===== src/rtl/spi_pixel_loader_if.sv =====
// SPI host lines and frame-buffer write port of spi_pixel_loader.
// The host/bench side takes the master modport and the loader takes the slave modport.
interface spi_pixel_loader_if #(
  parameter int unsigned N = 10,
  parameter int unsigned M = 3
);
  logic         sck;
  logic         sdi;
  logic         load;
  logic         we;
  logic [N-1:0] adr_out;
  logic [M-1:0] rgb_out;
  logic         frame_done;
  logic         frame_err;

  modport master (
    output sck,
    output sdi,
    output load,
    input  we,
    input  adr_out,
    input  rgb_out,
    input  frame_done,
    input  frame_err
  );

  modport slave (
    input  sck,
    input  sdi,
    input  load,
    output we,
    output adr_out,
    output rgb_out,
    output frame_done,
    output frame_err
  );
endinterface


===== src/rtl/spi_pixel_loader.sv =====
// SPI slave that unpacks two 3-bit pixels per received byte into frame-buffer writes,
// auto-incrementing the pixel address and reporting frame completion and errors.
module spi_pixel_loader #(
  parameter int unsigned N = 10,
  parameter int unsigned M = 3
) (
  input  logic               clk,
  input  logic               reset,
  spi_pixel_loader_if.slave  bus
);

  localparam logic [2:0] StIdle    = 3'd0;
  localparam logic [2:0] StRecv    = 3'd1;
  localparam logic [2:0] StWriteHi = 3'd2;
  localparam logic [2:0] StWriteLo = 3'd3;
  localparam logic [2:0] StDone    = 3'd4;

  localparam logic [N:0] FrameLen = {1'b1, {N{1'b0}}};
  localparam logic [N:0] CntStep  = (N+1)'(2);

  logic sck_s1_q, sck_s2_q, sck_s3_q;
  logic sdi_s1_q, sdi_s2_q;
  logic load_s1_q, load_s2_q, load_s3_q;

  always_ff @(posedge clk or posedge reset) begin
    if (reset) begin
      sck_s1_q  <= 1'b0;
      sck_s2_q  <= 1'b0;
      sck_s3_q  <= 1'b0;
      sdi_s1_q  <= 1'b0;
      sdi_s2_q  <= 1'b0;
      load_s1_q <= 1'b0;
      load_s2_q <= 1'b0;
      load_s3_q <= 1'b0;
    end else begin
      sck_s1_q  <= bus.sck;
      sck_s2_q  <= sck_s1_q;
      sck_s3_q  <= sck_s2_q;
      sdi_s1_q  <= bus.sdi;
      sdi_s2_q  <= sdi_s1_q;
      load_s1_q <= bus.load;
      load_s2_q <= load_s1_q;
      load_s3_q <= load_s2_q;
    end
  end

  logic [2:0]   state_q, state_d;
  logic [N:0]   cnt_q, cnt_d;
  logic [2:0]   bit_q, bit_d;
  // Only byte bits [5:0] need to be kept; bit 6 is consumed straight off the shift path.
  logic [5:0]   sr_q, sr_d;
  logic         ovf_q, ovf_d;
  logic         fall_pend_q, fall_pend_d;
  logic         rise_pend_q, rise_pend_d;
  logic         arm_q, arm_d;
  logic [1:0]   warm_q, warm_d;
  logic         we_q, we_d;
  logic [N-1:0] adr_q, adr_d;
  logic [M-1:0] rgb_q, rgb_d;
  logic         done_q, done_d;
  logic         err_q, err_d;

  logic         sck_rise, load_rise, load_fall, partial;
  logic [6:0]   byte_nx;

  assign sck_rise  = sck_s2_q & ~sck_s3_q;
  assign load_rise = load_s2_q & ~load_s3_q & arm_q;
  assign load_fall = ~load_s2_q & load_s3_q;
  assign byte_nx   = {sr_q, sdi_s2_q};
  assign partial   = (bit_q != 3'd0);

  always_comb begin
    state_d     = state_q;
    cnt_d       = cnt_q;
    bit_d       = bit_q;
    sr_d        = sr_q;
    ovf_d       = ovf_q;
    fall_pend_d = fall_pend_q;
    rise_pend_d = rise_pend_q;
    arm_d       = arm_q;
    warm_d      = warm_q[1] ? warm_q : warm_q + 2'd1;
    we_d        = 1'b0;
    adr_d       = adr_q;
    rgb_d       = rgb_q;
    done_d      = 1'b0;
    err_d       = err_q;

    // A load already high when reset releases must not look like a fresh frame start:
    // a rise is only accepted once load has been seen low after the synchronizer filled.
    if (warm_q[1] && !load_s2_q) begin
      arm_d = 1'b1;
    end

    case (state_q)
      StIdle: begin
        if (load_rise || rise_pend_q) begin
          cnt_d       = '0;
          bit_d       = '0;
          sr_d        = '0;
          ovf_d       = 1'b0;
          err_d       = 1'b0;
          fall_pend_d = 1'b0;
          rise_pend_d = 1'b0;
          state_d     = StRecv;
        end
      end
      StRecv: begin
        if (load_fall || fall_pend_q) begin
          fall_pend_d = 1'b0;
          done_d      = 1'b1;
          err_d       = (cnt_q != FrameLen) | ovf_q | partial;
          state_d     = StDone;
        end else if (sck_rise && load_s2_q) begin
          sr_d  = byte_nx[5:0];
          bit_d = bit_q + 3'd1;
          if (bit_q == 3'd7) begin
            if (cnt_q < FrameLen) begin
              we_d    = 1'b1;
              adr_d   = cnt_q[N-1:0];
              rgb_d   = M'(byte_nx[6:4]);
              state_d = StWriteHi;
            end else begin
              ovf_d = 1'b1;
            end
          end
        end
      end
      StWriteHi: begin
        we_d    = 1'b1;
        adr_d   = cnt_q[N-1:0] + N'(1);
        rgb_d   = M'(sr_q[2:0]);
        state_d = StWriteLo;
        if (load_fall) begin
          fall_pend_d = 1'b1;
        end
      end
      StWriteLo: begin
        cnt_d   = cnt_q + CntStep;
        state_d = StRecv;
        if (load_fall) begin
          fall_pend_d = 1'b1;
        end
      end
      StDone: begin
        state_d = StIdle;
        if (load_rise) begin
          rise_pend_d = 1'b1;
        end
      end
      default: begin
        state_d = StIdle;
      end
    endcase
  end

  always_ff @(posedge clk or posedge reset) begin
    if (reset) begin
      state_q     <= StIdle;
      cnt_q       <= '0;
      bit_q       <= '0;
      sr_q        <= '0;
      ovf_q       <= 1'b0;
      fall_pend_q <= 1'b0;
      rise_pend_q <= 1'b0;
      arm_q       <= 1'b0;
      warm_q      <= '0;
      we_q        <= 1'b0;
      adr_q       <= '0;
      rgb_q       <= '0;
      done_q      <= 1'b0;
      err_q       <= 1'b0;
    end else begin
      state_q     <= state_d;
      cnt_q       <= cnt_d;
      bit_q       <= bit_d;
      sr_q        <= sr_d;
      ovf_q       <= ovf_d;
      fall_pend_q <= fall_pend_d;
      rise_pend_q <= rise_pend_d;
      arm_q       <= arm_d;
      warm_q      <= warm_d;
      we_q        <= we_d;
      adr_q       <= adr_d;
      rgb_q       <= rgb_d;
      done_q      <= done_d;
      err_q       <= err_d;
    end
  end

  assign bus.we         = we_q;
  assign bus.adr_out    = adr_q;
  assign bus.rgb_out    = rgb_q;
  assign bus.frame_done = done_q;
  assign bus.frame_err  = err_q;

endmodule


===== src/flat_wrapper.sv =====
// flat-port wrapper written by rule: the top's interface ports become plain ports
module spi_pixel_loader_flat 
#(
  parameter int unsigned N = 10,
  parameter int unsigned M = 3
)
  (clk, reset, bus_sck, bus_sdi, bus_load, bus_we, bus_adr_out, bus_rgb_out, bus_frame_done, bus_frame_err);
  spi_pixel_loader_if #(.N(N), .M(M)) bus_i ();
  input  logic clk;
  input  logic reset;
  input wire logic [$bits(bus_i.sck)-1:0] bus_sck;
  input wire logic [$bits(bus_i.sdi)-1:0] bus_sdi;
  input wire logic [$bits(bus_i.load)-1:0] bus_load;
  output wire logic [$bits(bus_i.we)-1:0] bus_we;
  output wire logic [$bits(bus_i.adr_out)-1:0] bus_adr_out;
  output wire logic [$bits(bus_i.rgb_out)-1:0] bus_rgb_out;
  output wire logic [$bits(bus_i.frame_done)-1:0] bus_frame_done;
  output wire logic [$bits(bus_i.frame_err)-1:0] bus_frame_err;
  assign bus_i.sck = bus_sck;
  assign bus_i.sdi = bus_sdi;
  assign bus_i.load = bus_load;
  assign bus_we = bus_i.we;
  assign bus_adr_out = bus_i.adr_out;
  assign bus_rgb_out = bus_i.rgb_out;
  assign bus_frame_done = bus_i.frame_done;
  assign bus_frame_err = bus_i.frame_err;
  spi_pixel_loader #(.N(N), .M(M)) u_core (.clk(clk), .reset(reset), .bus(bus_i));
endmodule

===== config.mk =====
export PLATFORM = sky130hd
export DESIGN_NAME = spi_pixel_loader_flat
export DESIGN_NICKNAME = d
export VERILOG_FILES = /design/src/rtl/spi_pixel_loader_if.sv /design/src/rtl/spi_pixel_loader.sv /design/src/flat_wrapper.sv
export SDC_FILE = /design/constraint.sdc
export NUM_CORES = 1
export LEC_CHECK = 0
export CORE_ASPECT_RATIO = 0.75
export CORE_MARGIN = 5
export CORE_UTILIZATION = 50
export CTS_CLUSTER_DIAMETER = 50
export DETAILED_ROUTE_END_ITERATION = 8
export PLACE_DENSITY = 0.79
export SETUP_SLACK_MARGIN = 0.4
export SLEW_MARGIN = 20
export SYNTH_ARGS = -nofsm -noshare
export SYNTH_HDL_FRONTEND = slang
export SYNTH_SLANG_ARGS = --single-unit

===== constraint.sdc =====
create_clock -name clk -period 2.65 [get_ports clk]
set_input_delay 0.6625 -clock clk [delete_from_list [all_inputs] [get_ports clk]]
set_output_delay 0.6625 -clock clk [all_outputs]
set_load 0.01 [all_outputs]

==> results of run 1 <==
-- cell usage after synthesis (all sizes together) (2+ instances only) --
| master | instances |
|---|---|
| dfrtp | 52 |
| mux2 | 16 |
| a22o | 9 |
| inv | 9 |
| nand2 | 8 |
| nor2 | 8 |
| nand3 | 7 |
| a21oi | 5 |
| buf | 5 |
| o21ai | 5 |
| and3 | 4 |
| ha | 4 |
| and3b | 3 |
| nor4 | 3 |
| o211ai | 3 |
| o21a | 3 |
| a31oi | 2 |
| and2b | 2 |
| nand3b | 2 |
| nand4 | 2 |
| nor3b | 2 |
| o311ai | 2 |
| o31ai | 2 |
| or3 | 2 |
-- kinds of logic (layout without fill, tap and decap cells) --
logic type	after synthesis	after routing	synth area share [%]
buf+inv	15	38	4.31
mux	17	17	9.59
simple gates	47	47	14.0
xor+xnor	2	2	0.763
fa+ha+maj	4	4	2.18
compound gates	36	36	12.5
flops	52	52	56.7
-- how the worst max path moves through the flow --
stage / slack (ns) / from / end / depth (start not counted)
3_5_place_dp: 0.60 / u_core.bit_q[1]$_DFFE_PP0P_ / u_core.bus.adr_out[4]$_DFFE_PP0P_ / 6
3_3_place_gp: 0.67 / u_core.bit_q[1]$_DFFE_PP0P_ / u_core.bus.adr_out[2]$_DFFE_PP0P_ / 6
4_1_cts: 0.57 / u_core.bit_q[1]$_DFFE_PP0P_ / u_core.bus.adr_out[4]$_DFFE_PP0P_ / 6
6_report: 0.61 / u_core.bit_q[1]$_DFFE_PP0P_ / u_core.bus.adr_out[4]$_DFFE_PP0P_ / 6
2_1_floorplan: 0.73 / reset / u_core.arm_q$_DFFE_PP0P_ / 1
5_1_grt: 0.46 / u_core.bit_q[1]$_DFFE_PP0P_ / u_core.bus.adr_out[4]$_DFFE_PP0P_ / 6
-- critical path, stage by stage, from the launching register on --
cell and delay, ns:
dfrtp_1 0.37, ha_1 0.16, ha_1 0.17, nor3b_2 0.23
a41oi_4 0.16, nor2_4 0.43, mux2_2 0.39
-- routing by layer --
layer | GRT usage (%) | up-vias | wire length [microns]
li1 | - | 673 | -
met1 | 21.8 | 699 | 1960
met2 | 21.6 | 32 | 1690
met3 | 3.56 | 5 | 187
met4 | 3.77 | 0 | 28
met5 | 0 | - | 0
-- cells in the final DEF (no fill, tap or decap), types with 3 or more instances in the layout --
cell | Yosys | routed
nor4_1 | 3 | 3
nand3_1 | 7 | 7
nand2_1 | 8 | 8
inv_1 | 7 | 6
dfrtp_1 | 52 | 52
ha_1 | 4 | 4
clkbuf_8 | 0 | 5
a21oi_1 | 5 | 5
o21a_1 | 3 | 3
a22o_1 | 9 | 9
and3_1 | 3 | 3
nor2_1 | 6 | 6
mux2_4 | 8 | 8
mux2_2 | 7 | 7
clkdlybuf4s50_1 | 0 | 20
o21ai_0 | 4 | 4
inv_2 | 2 | 3
-- flip-flops by register name (all words and copies together), names as in the netlist, 2 cells and up --
register and cells:
u_core.bit_q 3, u_core.bus.adr_out 10, u_core.bus.rgb_out 3, u_core.cnt_q 10, u_core.sr_q 6, u_core.state_q 3, u_core.warm_q 2
-- cell type report --
type | instances | area (sq um) | area share, %
sequential | 52 | 1300 | 49.5
multi-input combinational | 106 | 896 | 34.1
timing repair buffer | 21 | 220 | 8.37
clock buffer | 6 | 72.6 | 2.76
tap | 57 | 71.3 | 2.71
clock inverter | 2 | 35.0 | 1.33
inverter | 9 | 33.8 | 1.28
-- stage by stage --
stage | cell area, sq um | hold slack (ns) | utilization [%] | setup slack, ns | power (mW)
finish | 2630 | 0.355 | 59.2 | 0.614 | 1.53
global route | 2630 | 0.364 | 59.2 | 0.456 | 1.62
CTS | 2630 | 0.359 | 59.2 | 0.571 | 1.55
detailed placement | 2520 | 0.337 | 56.8 | 0.605 | 1.03
global placement | 2520 | 0.332 | 56.8 | 0.675 | 1.03
floorplan | 2300 | 0.331 | - | 0.730 | 0.988
-- power by group through the flow --
stage                     clock network [mW]  registers (mW)  logic, mW
after floorplan                            0           0.861      0.127
after global placement                     0           0.878      0.147
after detailed placement                   0           0.880      0.149
after CTS                              0.534           0.864      0.151
after global routing                   0.576           0.871      0.172
final                                  0.522           0.864      0.148
==> metrics, run 1 <==
status finished, final reports clean; n_diodes 0; Clk pwr share between 30% and 40%; max_cap viols 0; setup tns final 0 ns; clock tree buffer depth 2; worst hold endpoint u_core.load_s2_q$_DFF_PP0_; Gate power share 9.6%; Layout area overhead 14.6%; Async S/R FF share, synth 100%; clock sinks 52; Sw Share 23.4%; WP data required 2.83 ns; vias in the first global route roughly 1400; reg-to-reg startpoint u_core.bit_q[1]$_DFFE_PP0P_; # setup viols final 0; top cells by area, synth dfrtp_1, mux2_4, a22o_1; sequential share of power around 56%; first-pass GRT wire length just under 7000 microns; Initial Utilization 51.7%; CORE AREA 0.00444 sq mm; Final Max Tran Viols 0; gpl congestion roughly 0.77; Synth cell types 50; CTS Root Cell clkbuf_8; CTS tree done; TritonRoute pass-1 iters 4; Setup crit start kind flip-flop; via/cell ratio 5.57; worst flop-to-flop path endpoint u_core.bus.adr_out[4]$_DFFE_PP0P_; largest net degree at the start of global routing between 50 and 60; Synth Cell Area 0.00230 sq mm; syn nets between 150 and 200; switching power between 0.3 and 0.4 mW; Die ar. between 0.006 and 0.007 sq mm; flop2flop setup slack 0.61 ns; gate count after technology mapping between 150 and 200; Pleak approximately 1.2 nW; Avg WL per Cell 15.3 microns; syn_area_per_cell approximately 13 sq um; via count 1409; worst-margin pin slew between 0.5 and 0.6 ns; maximum clock rate between 400 and 500 MHz; Critical Path Fanout Max 14; Top Ports 21; crit path time final around 2 ns; RSZ-0062 raised after global routing false; peak supply drop around 0.00035 V; worst hold path depth 0; Hold Vio Cnt, Final 0; worst r2r path cells 6; post-synth top area cell dfrtp_1; post-synth top area share between 50% and 60%; layout cells sized above 1 between 10% and 20%; initial antenna violation count 0; HP Start u_core.load_s1_q$_DFF_PP0_; # DRC 0; Post-synth top flop dfrtp_1; Total Routing Usage GR roughly 15%; Worst setup EP type flip-flop; nets 204; DRT Wirelength a little under 4000 microns; Hold Crit Class flip-flop to flip-flop; final clock skew between 0.007 and 0.008 ns; Worst slew margin 66.0%; post-route insts no fill 253; PD cells a little under 600 mW/mm^2; HPWL Detailed approximately 2700 microns; Setup CP Type flip-flop to flip-flop; CTS Buf Count 5; Int Pwr about 1.2 mW; CTS resizes 0; IO Port Bufs 20; Worst-Skew Late Latency ~0.3 ns; DIE HEIGHT about 70 microns; post-CTS setup buffers 0; Tcrit/Tclk final about three quarters; grt ovf 0; DR iter-0 viols 76; Post-synth EDFFs 0; CP arrival ~2.2 ns; Clk pin slew, worst setup/hold paths approximately 0.09 ns; Cell Rows 21; placed insts about 250; Final ANT Viol Nets 0; FILL cells about 360; Die W between 80 and 90 microns; cts-stage hold buffer count 0; sequential share of the synthesized area 56.7%; Ys Warns 0; Synth Register Bits 52; H-tree depth 2
Power figures use the tool's default switching activity.
==> inputs of run 2 (changes only) <==
Settings changed: PLACE_DENSITY 0.79 to 0.82.
Clock period 2.65 ns to 1.75 ns, I/O delays scaled along.
==> metrics, run 2 (synthesis gave the netlist of run 1 again) <==
status finished with violations (was finished, final reports clean); failing checks negative setup slack; RSZ-0062 raised after global routing true (was false); nets 235 (was 204); flop2flop setup slack -0.06 ns (was 0.61 ns); CTS tree done (unchanged); DIE HEIGHT 68.7 microns (unchanged); CORE AREA 0.00444 sq mm (unchanged); PD cells 877 mW/mm^2 (was 584 mW/mm^2); Hold Vio Cnt, Final 0 (unchanged); maximum clock rate 554 MHz (was 491 MHz); placed insts 254 (was 245); CP arrival 2.00 ns (was 2.22 ns); CTS Root Cell clkbuf_8 (unchanged); cts-stage hold buffer count 0 (unchanged); post-route insts no fill 284 (was 253); FILL cells 327 (was 362); HP Start u_core.load_s1_q$_DFF_PP0_ (unchanged); via count 1572 (was 1409); Setup crit start kind flip-flop (unchanged); clock tree buffer depth 2 (unchanged); Worst setup EP type flip-flop (unchanged); worst-margin pin slew 0.310 ns (was 0.508 ns); H-tree depth 2 (unchanged); # setup viols final 10 (was 0); via/cell ratio 5.54 (was 5.57); Worst slew margin 79.1% (was 66.0%); CTS Buf Count 5 (unchanged); HPWL Detailed 2890 microns (was 2740 microns); Layout area overhead 31.1% (was 14.6%); peak supply drop 0.000450 V (was 0.000352 V); Hold Crit Class flip-flop to flip-flop (unchanged); Clk pin slew, worst setup/hold paths 0.09 ns (about the same); pre-CTS WS -0.0233 ns (was 0.605 ns); max_cap viols 0 (unchanged); crit path time final 1.81 ns (was 2.04 ns); TritonRoute pass-1 iters 4 (unchanged); Initial Utilization 51.7% (unchanged); Avg WL per Cell 16.8 microns (was 15.3 microns); Final ANT Viol Nets 0 (unchanged); reg-to-reg startpoint u_core.bit_q[0]$_DFFE_PP0P_ (was u_core.bit_q[1]$_DFFE_PP0P_); worst r2r path cells 7 (was 6); Total Routing Usage GR 18.2% (was 14.7%); DR iter-0 viols 86 (was 76); DRT Wirelength 4770 microns (was 3870 microns); Final Max Tran Viols 0 (unchanged); worst hold path depth 0 (unchanged); layout cells sized above 1 46.7% (was 19.9%); commonest non-fill, non-tap cell in the layout dfrtp_1 (unchanged); n_diodes 0 (unchanged); Cell Rows 21 (unchanged); Setup CP Type flip-flop to flip-flop (unchanged); most frequent cells in the layout dfrtp_1, buf_4, buf_2, mux2_4, a22o_1 (was dfrtp_1, clkdlybuf4s50_1, a22o_1, nand2_1, mux2_4); Final WS setup -0.0558 ns (was 0.614 ns); initial antenna violation count 0 (unchanged); vias in the first global route 1632 (was 1381); worst hold endpoint u_core.load_s2_q$_DFF_PP0_ (unchanged); final design utilization 67.8% (was 59.2%); WP data required 1.94 ns (was 2.83 ns); Die W 88.2 microns (unchanged); Top Ports 21 (unchanged); Worst-Skew Late Latency 0.31 ns (was 0.30 ns); # DRC 0 (unchanged); IO Port Bufs 20 (unchanged); Critical Path Fanout Max 11 (was 14); clock sinks 52 (unchanged); first-pass GRT wire length 8270 microns (was 6810 microns); Tcrit/Tclk final 103% (was 76.8%); largest net degree at the start of global routing 53 (unchanged); final clock skew 0.00851 ns (was 0.00736 ns); Pleak 1.43 nW (was 1.19 nW); grt ovf 0 (unchanged); Die ar. 0.00606 sq mm (unchanged); gpl congestion 0.798 (was 0.766); worst flop-to-flop path endpoint u_core.bus.adr_out[2]$_DFFE_PP0P_ (was u_core.bus.adr_out[4]$_DFFE_PP0P_)
==> run 2: cell count changes in the layout (fill, tap and decap cells not counted), moves of 3 or more <==
cell / previous run / this run
ha_1: 4 / 1
buf_6: 0 / 8
dfrtp_1: 52 / 48
clkdlybuf4s50_1: 20 / 4
buf_4: 0 / 20
ha_4: 0 / 3
dfrtp_2: 0 / 4
buf_2: 0 / 14
==> run 2: final cells by class <==
| cell class | instances | area [sq um] | share of cell area, % |
|---|---|---|---|
| Clock buffer | 7 | 96.3 | 3.20 |
| Multi-Input combinational cell | 107 | 1040 | 34.7 |
| Inverter | 9 | 40.0 | 1.33 |
| Clock inverter | 1 | 30.0 | 0.998 |
| Sequential cell | 52 | 1310 | 43.4 |
| Timing Repair Buffer | 51 | 420 | 14.0 |
| Tap cell | 57 | 71.3 | 2.37 |
==> run 2: repair_timing <==
action	CTS	global route
setup endpoints to repair	51	37
gates resized for setup	90	15
cloned	1	0
buffers inserted	16	5
pin swaps	8	9
==> run 2: where the power goes <==
group / total (mW) / switching, mW / internal (mW) / leakage [nW]
sequential: 1.31 / 0.0564 / 1.25 / 0.687
combinational: 0.428 / 0.196 / 0.232 / 0.680
clock: 0.901 / 0.396 / 0.505 / 0.0645
==> run 2: worst max path at each step <==
stage | start | to | slack [ns] | cells after the start
finish | u_core.bit_q[0]$_DFFE_PP0P_ | u_core.bus.adr_out[2]$_DFFE_PP0P_ | -0.06 | 7
detailed placement | u_core.bit_q[0]$_DFFE_PP0P_ | u_core.bus.adr_out[5]$_DFFE_PP0P_ | -0.02 | 7
CTS | u_core.bit_q[1]$_DFFE_PP0P_ | u_core.bus.adr_out[3]$_DFFE_PP0P_ | -0.04 | 7
global route | u_core.bit_q[0]$_DFFE_PP0P_ | u_core.bus.adr_out[2]$_DFFE_PP0P_ | -0.12 | 7
floorplan | u_core.bit_q[1]$_DFFE_PP0P_ | u_core.bus.adr_out[1]$_DFFE_PP0P_ | 0.02 | 7
global placement | u_core.bit_q[0]$_DFFE_PP0P_ | u_core.bus.adr_out[3]$_DFFE_PP0P_ | 0.04 | 7
==> run 2: stage by stage <==
stage | instance area [sq um] | hold WS, ns | power (mW) | TNS (ns)
2_1_floorplan | 2310 | 0.331 | 1.50 | 0
5_1_grt | 3010 | 0.368 | 2.78 | -0.913
3_3_place_gp | 2610 | 0.333 | 1.57 | 0
4_1_cts | 2930 | 0.356 | 2.59 | -0.145
3_5_place_dp | 2610 | 0.341 | 1.58 | -0.0840
6_report | 3010 | 0.350 | 2.64 | -0.264
==> run 2: layer usage <==
layer  vias to the layer above  track usage, %  routed length (microns)
met4                         0            7.17                       68
li1                        741               -                        -
met1                       789            23.3                     2150
met3                         7            4.16                      186
met2                        35            30.2                     2360
met5                         -               0                        0
==> run 2: worst max-delay path, cell delays in order (launching register included) <==
cell and delay, ns:
dfrtp_1 0.40, ha_4 0.16, ha_4 0.12, nor3b_4 0.21, a41oi_4 0.14, nor2_4 0.16
buf_12 0.16, mux2_2 0.33
==> inputs of run 3 (changes only) <==
Settings changed: SLEW_MARGIN 20 to 10.
==> results of run 3 <==
No change in the layout: final DEF, timing and power equal those of run 2.
